$ cat src/rtl/lx32_lsu.sv
// lx32 load/store unit: one data-memory transaction per op over req/gnt/rvalid,
// with store byte-lane replication and load sign/zero extension.
module lx32_lsu #(
    parameter int WIDTH = 32
) (
    input  logic             clk,
    input  logic             rst,
    input  logic             req_valid,
    input  logic             is_load,
    input  logic             is_store,
    input  logic [2:0]       funct3,
    input  logic [WIDTH-1:0] addr,
    input  logic [WIDTH-1:0] store_data,
    output logic             lsu_ready,
    output logic             lsu_done,
    output logic [WIDTH-1:0] lsu_result,
    output logic             lsu_err,
    output logic             mem_req,
    output logic             mem_we,
    output logic [WIDTH-1:0] mem_addr,
    output logic [WIDTH-1:0] mem_wdata,
    output logic [3:0]       mem_wstrb,
    input  logic             mem_gnt,
    input  logic             mem_rvalid,
    input  logic [WIDTH-1:0] mem_rdata
);

    typedef enum logic [2:0] {
        S_IDLE = 3'd0,
        S_REQ  = 3'd1,
        S_WAIT = 3'd2,
        S_DONE = 3'd3,
        S_ERR  = 3'd4
    } state_t;

    state_t           state_q, state_d;
    logic [2:0]       f3_q, f3_d;
    logic [1:0]       off_q, off_d;
    logic             store_q, store_d;
    logic             we_q, we_d;
    logic [WIDTH-1:0] maddr_q, maddr_d;
    logic [WIDTH-1:0] wdata_q, wdata_d;
    logic [3:0]       wstrb_q, wstrb_d;
    logic [WIDTH-1:0] result_q, result_d;
    logic             bad_s;

    function automatic logic op_illegal(input logic ld, input logic st, input logic [2:0] f3);
        logic r;
        if (ld == st) begin
            r = 1'b1;
        end else if (ld) begin
            r = (f3 == 3'd3) || (f3 == 3'd6) || (f3 == 3'd7);
        end else begin
            r = (f3 > 3'd2);
        end
        return r;
    endfunction

    function automatic logic op_misaligned(input logic [2:0] f3, input logic [1:0] off);
        logic r;
        case (f3[1:0])
            2'd1:    r = off[0];
            2'd2:    r = (off != 2'd0);
            default: r = 1'b0;
        endcase
        return r;
    endfunction

    function automatic logic [WIDTH-1:0] store_lanes(input logic [2:0] f3, input logic [WIDTH-1:0] sd);
        logic [WIDTH-1:0] r;
        case (f3[1:0])
            2'd0:    r = {4{sd[7:0]}};
            2'd1:    r = {2{sd[15:0]}};
            default: r = sd;
        endcase
        return r;
    endfunction

    function automatic logic [3:0] store_strobe(input logic [2:0] f3, input logic [1:0] off);
        logic [3:0] r;
        case (f3[1:0])
            2'd0:    r = 4'b0001 << off;
            2'd1:    r = 4'b0011 << off;
            default: r = 4'b1111;
        endcase
        return r;
    endfunction

    function automatic logic [WIDTH-1:0] load_extend(input logic [2:0] f3, input logic [1:0] off,
                                                     input logic [WIDTH-1:0] rdata);
        logic [WIDTH-1:0] sh;
        logic [WIDTH-1:0] r;
        sh = rdata >> {off, 3'b000};
        case (f3)
            3'd0:    r = {{(WIDTH-8){sh[7]}}, sh[7:0]};
            3'd1:    r = {{(WIDTH-16){sh[15]}}, sh[15:0]};
            3'd4:    r = {{(WIDTH-8){1'b0}}, sh[7:0]};
            3'd5:    r = {{(WIDTH-16){1'b0}}, sh[15:0]};
            default: r = rdata;
        endcase
        return r;
    endfunction

    assign bad_s = op_illegal(is_load, is_store, funct3) || op_misaligned(funct3, addr[1:0]);

    // Next-state and datapath capture; responses are only consumed in REQ/WAIT.
    always_comb begin
        state_d  = state_q;
        f3_d     = f3_q;
        off_d    = off_q;
        store_d  = store_q;
        we_d     = we_q;
        maddr_d  = maddr_q;
        wdata_d  = wdata_q;
        wstrb_d  = wstrb_q;
        result_d = result_q;
        case (state_q)
            S_IDLE: begin
                if (req_valid) begin
                    if (bad_s) begin
                        state_d = S_ERR;
                    end else begin
                        state_d = S_REQ;
                        f3_d    = funct3;
                        off_d   = addr[1:0];
                        store_d = is_store;
                        we_d    = is_store;
                        maddr_d = {addr[WIDTH-1:2], 2'b00};
                        wdata_d = store_lanes(funct3, store_data);
                        wstrb_d = is_store ? store_strobe(funct3, addr[1:0]) : 4'b0000;
                    end
                end else begin
                    state_d = S_IDLE;
                end
            end
            S_REQ: begin
                if (mem_gnt && mem_rvalid) begin
                    state_d  = S_DONE;
                    result_d = store_q ? {WIDTH{1'b0}} : load_extend(f3_q, off_q, mem_rdata);
                end else if (mem_gnt) begin
                    state_d = S_WAIT;
                end else begin
                    state_d = S_REQ;
                end
            end
            S_WAIT: begin
                if (mem_rvalid) begin
                    state_d  = S_DONE;
                    result_d = store_q ? {WIDTH{1'b0}} : load_extend(f3_q, off_q, mem_rdata);
                end else begin
                    state_d = S_WAIT;
                end
            end
            S_DONE:  state_d = S_IDLE;
            S_ERR:   state_d = S_IDLE;
            default: state_d = S_IDLE;
        endcase
    end

    // State and request/result registers with asynchronous reset.
    always_ff @(posedge clk or posedge rst) begin
        if (rst) begin
            state_q  <= S_IDLE;
            f3_q     <= 3'd0;
            off_q    <= 2'd0;
            store_q  <= 1'b0;
            we_q     <= 1'b0;
            maddr_q  <= {WIDTH{1'b0}};
            wdata_q  <= {WIDTH{1'b0}};
            wstrb_q  <= 4'b0000;
            result_q <= {WIDTH{1'b0}};
        end else begin
            state_q  <= state_d;
            f3_q     <= f3_d;
            off_q    <= off_d;
            store_q  <= store_d;
            we_q     <= we_d;
            maddr_q  <= maddr_d;
            wdata_q  <= wdata_d;
            wstrb_q  <= wstrb_d;
            result_q <= result_d;
        end
    end

    // Handshake outputs decode from state only, so reset drops mem_req immediately.
    assign lsu_ready  = (state_q == S_IDLE);
    assign lsu_done   = (state_q == S_DONE);
    assign lsu_err    = (state_q == S_ERR);
    assign mem_req    = (state_q == S_REQ);
    assign mem_we     = we_q;
    assign mem_addr   = maddr_q;
    assign mem_wdata  = wdata_q;
    assign mem_wstrb  = wstrb_q;
    assign lsu_result = result_q;

endmodule
$ cat config.mk
export PLATFORM = sky130hd
export DESIGN_NAME = lx32_lsu
export DESIGN_NICKNAME = d
export VERILOG_FILES = /design/src/rtl/lx32_lsu.sv
export SDC_FILE = /design/constraint.sdc
export NUM_CORES = 1
export LEC_CHECK = 0
export BUFFER_PORTS_ARGS = -buffer_cell sky130_fd_sc_hd__buf_2
export CAP_MARGIN = 20
export CORE_MARGIN = 2
export CORE_UTILIZATION = 40
export CTS_BUF_LIST = sky130_fd_sc_hd__clkbuf_4
export DETAILED_ROUTE_END_ITERATION = 10
export GPL_TIMING_DRIVEN = 0
export PLACE_DENSITY = 0.69
export SYNTH_ARGS = -nofsm -noshare
export SYNTH_HDL_FRONTEND = slang
export SYNTH_SLANG_ARGS = --single-unit
$ cat constraint.sdc
create_clock -name clk -period 4.2 [get_ports clk]
set_clock_uncertainty 0.1 [all_clocks]
set_input_delay 0.42 -clock clk [delete_from_list [all_inputs] [get_ports clk]]
set_output_delay 0.42 -clock clk [all_outputs]
set_load 0.02 [all_outputs]
==> impl_results.md, run 1 <==
- Total clock sinks: between 100 and 150
- GRT Residual Overflow: 0
- Starting density of the core: 40.6%
- Final hold violation count: 0
- Achievable clock frequency: between 0.3 and 0.4 GHz
- Maximum buffer depth of the clock tree: 2
- Maximum number of pins on one net before global-route repair: 66
- Ratio of total power to cell area: 735 nW/um^2
- Core box area: about 13,000 sq um
- Slew Limit Headroom: 46.8%
- Most common cell after layout, fill and taps aside: sky130_fd_sc_hd__buf_2
- Synth Instances: around 420
- Net count reported at finish: between 700 and 800
- Final max-slew violation count: 0
- Origin of the critical flop-to-flop path: state_q[1]$_DFF_PP0_
- Unique cell type count in the Yosys netlist: 48
- Final critical-path share of the clock period: between 50% and 60%
- Synthesized area per cell: around 12 sq um
- Ports placed on the boundary: about 210
- WL/cell: 17.3 um
- Share of cells above drive strength 1: 48.5%
- Post-route setup slack: roughly 1.7 ns
- Final WL: around 14,000 um
- Antenna Violating Nets Remaining: 0
- Width of the die: between 100 and 150 um
- Vias: 4,276
- Worst Path Max Fanout: 10
- Fin crit period: ~2.5 ns
- WP data required: ~4.5 ns
- Number of inserted filler cells in the final layout: approximately 1,200
- Leakage power summed over all cells: 3.24 nW
- Area occupied by registers: 2680 sq um
- Antenna cells: 0
- Proportion of netlist area held by the largest area contributor: between 50% and 60%
- Area after DPL: about 6400 sq um
- Area Overhead vs Synth: 28.2%
- Post-place setup slack: around 1.1 ns
- Number of setup buffers added after CTS: 0
- Tightest Pin Transition: between 0.7 and 0.8 ns
- Cell accounting for the most synthesized area: sky130_fd_sc_hd__dfrtp_1
- Weighted congestion at the end of routability-driven global placement: between 0.9 and 1
- Detailed router's first-iteration violation count: roughly 230
- Worst hold-check path type: in -> reg
- Status: completed
- CTS H-Tree Depth: 3
- Final routed DRC violation total: 0
- Ys Warns: 0
- Total routing resource utilization after global routing: between 20% and 30%
- Detailed-route vias per instance: 5.21
- Worst Setup Start Kind: input pin
- Capturing element type of the critical path: register
- Die height: between 100 and 150 um
- Accumulated negative setup slack: 0 ns
- First-pass GRT wire length: roughly 22,000 um
- Most frequent cells in the layout: 213 x sky130_fd_sc_hd__buf_2, 107 x sky130_fd_sc_hd__dfrtp_1, 68 x sky130_fd_sc_hd__mux2_2
- Critical Path Source: funct3[1]
- Number of buffers created by CTS: 9
- Arrival @ worst endpoint: approximately 2.8 ns
- Largest cells by area after synthesis: sky130_fd_sc_hd__dfrtp_1 53%, sky130_fd_sc_hd__mux2_2 15%, sky130_fd_sc_hd__a221o_1 3.3%
- Setup crit end: mem_wdata[20]$_DFFE_PP0P_
- Unrepaired setup endpoints after global routing: false
- HPWL Detailed: roughly 11,000 um
- First-pass DRT Iterations: 4
- Number of global-route vias before repair: between 4,000 and 5,000
- Worst Setup Path Type: in -> reg
- Peak ir drop on the vdd network: approximately 340 uV
- Combined area of all synthesized cells: 5080 sq um
- Yosys reg bits: roughly 110
- Reg-to-reg slack, setup: ~1.9 ns
- Reg2Reg Depth: 6
- Initial antenna violation count: 0
- Final instance area: around 6500 sq um
- Destination of the worst register-to-register timing path: mem_wdata[20]$_DFFE_PP0P_
- Part of the Yosys area used for sequential elements: 52.7%
- Hold_ws: approximately 0.048 ns
- Clock latency reported for the late side of the worst-skew pair: ~0.47 ns
- Clk pin slew, worst setup/hold paths: 0.16 ns
- Number of placement rows: 41
- Port Buffers: roughly 210
- Multi-input logic area: approximately 2200 sq um
- PnR Total Power: 0.00479 W
- CTS tree: done
- Number of setup violations in the final report: 0
- Number of maximum-capacitance violations: 0
- Die Outline Area: roughly 14,000 sq um
- Buffer cell driving the clock tree root: sky130_fd_sc_hd__clkbuf_4
[cells in the mapped netlist, drive strengths merged]
cell and instances:
o22ai 1, mux2 72, a221oi 1, nand2 36, inv 11, o22a 1
conb 1, ha 5, and3 1, buf 16, a32oi 1, a31oi 1
a2111oi 1, or2 1, and2 1, nand3b 1, nor2b 2, clkinv 1
a32o 7, nor2 24, o31ai 1, dfrtp 107, a2bb2oi 7, o211ai 2
mux2i 10, nor3 3, nand4 1, o41ai 7, nand3 9, o21ai 12
a21oi 4, a221o 17, clkbuf 14, o311ai 7, a21o 1, a211o 1
a22oi 9, nand2b 10, a22o 11, o31a 1, nor3b 3
[registers in the layout (all words and copies together) (netlist names)]
| name | cells |
|---|---|
| lsu_result | 32 |
| mem_addr | 30 |
| off_q | 2 |
| state_q | 3 |
| mem_we | 1 |
| f3_q | 3 |
| mem_wstrb | 4 |
| mem_wdata | 32 |
[report_power, final]
| group | switching, W | internal [W] | leakage (nW) |
|---|---|---|---|
| clock network | 0.000344 | 0.000190 | 0.0768 |
| logic | 0.00145 | 0.000984 | 1.84 |
| registers | 0.000298 | 0.00153 | 1.32 |
| total | 0.00209 | 0.00270 | 3.24 |
[kinds of logic (layout without fill, tap and decap cells)]
logic type      Yosys count  in the layout  share of synthesized area (%)
compound gates           93             93                           15.7
fa+ha+maj                 5              5                           1.23
buf+inv                  42            268                           4.04
flops                   107            107                           52.7
mux                      82             82                           17.9
other cells               1              2                         0.0737
simple gates             92             92                           8.37
[how the worst min path moves through the flow]
stage	depth (start not counted)	start	slack, ns	end
2_1_floorplan	1	state_q[2]$_DFF_PP0_	0.39	state_q[1]$_DFF_PP0_
3_3_place_gp	1	mem_addr[2]$_DFFE_PP0P_	0.36	mem_addr[2]$_DFFE_PP0P_
3_5_place_dp	2	lsu_result[2]$_DFFE_PP0P_	0.37	lsu_result[2]$_DFFE_PP0P_
4_1_cts	2	addr[4]	0.006	mem_addr[4]$_DFFE_PP0P_
5_1_grt	2	addr[29]	0.03	mem_addr[29]$_DFFE_PP0P_
6_report	2	addr[4]	0.05	mem_addr[4]$_DFFE_PP0P_
[worst max-delay path, stage by stage]
cell and delay [ns]:
sky130_fd_sc_hd__buf_2 0.19, sky130_fd_sc_hd__inv_1 0.15, sky130_fd_sc_hd__ha_1 0.20, sky130_fd_sc_hd__clkbuf_1 0.19, sky130_fd_sc_hd__o211ai_1 0.26, sky130_fd_sc_hd__nand4_1 0.23
sky130_fd_sc_hd__a21oi_2 0.28, sky130_fd_sc_hd__buf_4 0.23, sky130_fd_sc_hd__buf_4 0.26, sky130_fd_sc_hd__mux2_2 0.36
[routing by layer]
| metal | vias up | share of wire [%] | track usage [%] |
|---|---|---|---|
| met1 | 2082 | 40 | 24.7 |
| met5 | - | 0 | 0 |
| met3 | 22 | 8.5 | 5.03 |
| met2 | 164 | 49 | 35.6 |
| met4 | 0 | 2.1 | 8.94 |
| li1 | 2008 | - | - |
[layout make-up]
type	instances	share of cell area, %
plain buffers	30	2.46
clock buffers	10	1.15
clock inverters	6	0.998
inverters	12	0.730
multi-input cells	274	33.8
flip-flops and latches	107	41.1
well taps	172	3.30
repair buffers	210	16.4
[per-stage QoR]
step | util, % | cells
floorplan | - | 423
global placement | 50.7 | 803
detailed placement | 50.9 | 804
CTS | 52.1 | 821
global route | 52.1 | 821
finish | 52.1 | 821
[timing repair]
action,4_1_cts,5_1_grt
hold endpoints to repair,59,0
resized for setup,0,0
hold buffers,1,0
(Power assumes the default switching activity.)
==> run 2, diff against run 1 <==
clock period = 2.4 ns   (was 4.2 ns; I/O delays follow)
==> impl_results.md, run 2 (synthesis results as in run 1) <==
- Status: completed
- Die Outline Area: 13,600 sq um (unchanged)
- Total clock sinks: 107 (unchanged)
- Detailed-route vias per instance: 5.24 (+0.70%)
- Arrival @ worst endpoint: 2.59 ns (-0.19 ns)
- Destination of the worst register-to-register timing path: mem_wdata[25]$_DFFE_PP0P_
- HPWL Detailed: 11,400 um (+2.3%)
- Port Buffers: 208 (unchanged)
- Final critical-path share of the clock period: a little over nine tenths
- Vias: 4,820 (+13%)
- Total routing resource utilization after global routing: 23.7% (+3.0 points)
- Multi-input logic area: 2220 sq um (+0.45%)
- WL/cell: 17.5 um (+1.0%)
- Worst hold-check path type: in -> reg
- GRT Residual Overflow: 0 (unchanged)
- Min-delay src: mem_rdata[9]
- Detailed router's first-iteration violation count: 225 (-3.8%)
- Share of cells above drive strength 1: 43.0% (-5.5 points)
- Leakage power summed over all cells: 3.67 nW (+13%)
- First-pass GRT wire length: 24,800 um (+14%)
- CTS tree: done
- Hold-critical path endpoint: lsu_result[9]$_DFFE_PP0P_
- Width of the die: 117 um (unchanged)
- Worst Setup Path Type: in -> reg
- Post-route setup slack: 0.0711 ns (-1.61 ns)
- Final WL: 16,100 um (+13%)
- WP data required: 2.66 ns (-1.81 ns)
- Final hold violation count: 0 (unchanged)
- Die height: 117 um (unchanged)
- Starting density of the core: 40.6% (unchanged)
- Area occupied by registers: 2680 sq um (unchanged)
- Core box area: 12,500 sq um (unchanged)
- Final routed DRC violation total: 0 (unchanged)
- Number of setup violations in the final report: 0 (unchanged)
- Accumulated negative setup slack: 0 ns (unchanged)
- Slew Limit Headroom: 60.2% (+13 points)
- Peak ir drop on the vdd network: 672 uV (+96%)
- Origin of the critical flop-to-flop path: state_q[1]$_DFF_PP0_
- CP Cell Sequence: buf_2 > inv_1 > ha_1 > clkbuf_1 > o211ai_1 > nand4_1 > a21oi_4 > buf_4 > buf_4 > mux2_2
- Weighted congestion at the end of routability-driven global placement: 0.866 (-4.4%)
- Net count reported at finish: 852 (+13%)
- Slowest Stage Delay on Critical Path: 0.36 ns (about the same)
- Initial antenna violation count: 1 (+1)
- CTS H-Tree Depth: 3 (unchanged)
- Maximum number of pins on one net before global-route repair: 42 (-36%)
- Worst hold path depth: 3 (+1)
- Clock latency reported for the late side of the worst-skew pair: 0.46 ns (about the same)
- Number of global-route vias before repair: 4,869 (+13%)
- Tightest Pin Transition: 0.597 ns (-0.201 ns)
- Number of inserted filler cells in the final layout: 1,033 (-12%)
- Reg-to-reg slack, setup: 0.17 ns (-1.69 ns)
- Most frequent cells in the layout: 213 x sky130_fd_sc_hd__buf_2, 107 x sky130_fd_sc_hd__dfrtp_1, 91 x sky130_fd_sc_hd__dlygate4sd3_1
- Most common cell after layout, fill and taps aside: sky130_fd_sc_hd__buf_2
- Final max-slew violation count: 0 (unchanged)
- Number of placement rows: 41 (unchanged)
- Ratio of total power to cell area: 1160 nW/um^2 (+58%)
- Reg2Reg Depth: 6 (unchanged)
- Number of maximum-capacitance violations: 0 (unchanged)
- Capturing element type of the critical path: register
- Library cell appearing most often on the critical path: sky130_fd_sc_hd__buf_4
- Area Overhead vs Synth: 48.1%
- Worst Path Max Fanout: 10 (unchanged)
- Ports placed on the boundary: 211 (unchanged)
- Clk pin slew, worst setup/hold paths: 0.15 ns (about the same)
- First-pass DRT Iterations: 5 (+1)
- Buffer cell driving the clock tree root: sky130_fd_sc_hd__clkbuf_4
- Achievable clock frequency: ~0.43 GHz
- Number of buffers created by CTS: 9 (unchanged)
- Post-place setup slack: -0.519 ns (-1.66 ns)
- Cell with the biggest individual delay on the critical path: sky130_fd_sc_hd__mux2_2
- Maximum buffer depth of the clock tree: 2 (unchanged)
- Worst Setup Start Kind: input pin
- Fin crit period: 2.33 ns
- Antenna Violating Nets Remaining: 0 (unchanged)
run 2: area by class of cell:
class	instances	share of cell area, %
clock inverter	6	1.06
tap	172	2.86
inverter	12	0.648
sequential	107	35.5
antenna	1	0.0332
buffer	30	2.13
timing repair buffer	307	27.3
clock buffer	10	0.997
multi-input combinational	274	29.4
run 2: critical path, delay by kind of cell:
| kind | cells | cell delay, ns |
|---|---|---|
| fa+ha+maj | 1 | 0.21 |
| simple gates | 1 | 0.25 |
| buf+inv | 5 | 1.05 |
| compound gates | 2 | 0.49 |
| mux | 1 | 0.36 |
run 2: power breakdown:
part	switching (W)	internal (W)	total, W
sequential	0.000543	0.00268	0.00322
clock	0.000595	0.000426	0.00102
combinational	0.00262	0.00188	0.00450
run 2: how the worst max path moves through the flow:
| stage | depth (start not counted) | to | startpoint |
|---|---|---|---|
| floorplan | 6 | mem_wdata[20]$_DFFE_PP0P_ | state_q[1]$_DFF_PP0_ |
| global route | 10 | mem_wdata[25]$_DFFE_PP0P_ | funct3[1] |
| detailed placement | 10 | mem_wdata[23]$_DFFE_PP0P_ | funct3[1] |
| finish | 10 | mem_wdata[25]$_DFFE_PP0P_ | funct3[1] |
| CTS | 10 | mem_wdata[25]$_DFFE_PP0P_ | funct3[1] |
| global placement | 10 | mem_wdata[24]$_DFFE_PP0P_ | funct3[1] |
run 2: per-stage QoR:
stage / hold slack [ns] / cells / cell area, sq um / util (%) / total power, W
finish: 0.0467 / 919 / 7530 / 60.2 / 0.00874
global route: 0.0171 / 919 / 7530 / 60.2 / 0.00928
CTS: 0.00256 / 913 / 7490 / 59.8 / 0.00868
detailed placement: 0.188 / 806 / 6420 / 51.3 / 0.00754
global placement: 0.357 / 803 / 6350 / 50.7 / 0.00738
floorplan: 0.250 / 423 / 5090 / - / 0.00600
run 2: metal layers:
metal	part of all wire (%)	wire [um]	global-route usage, %
met5	0	0	0
met4	2.0	322	9.25
met3	8.3	1330	6.49
met2	50	8040	40.8
met1	40	6390	28.1
run 2: timing repair:
action | in CTS | in global routing
endpoints found under the setup margin | 2 | 21
hold buffers | 91 | 0
buffers inserted | 0 | 5
pin swaps | 0 | 2
resized for setup | 1 | 1
hold endpoints to repair | 125 | 0
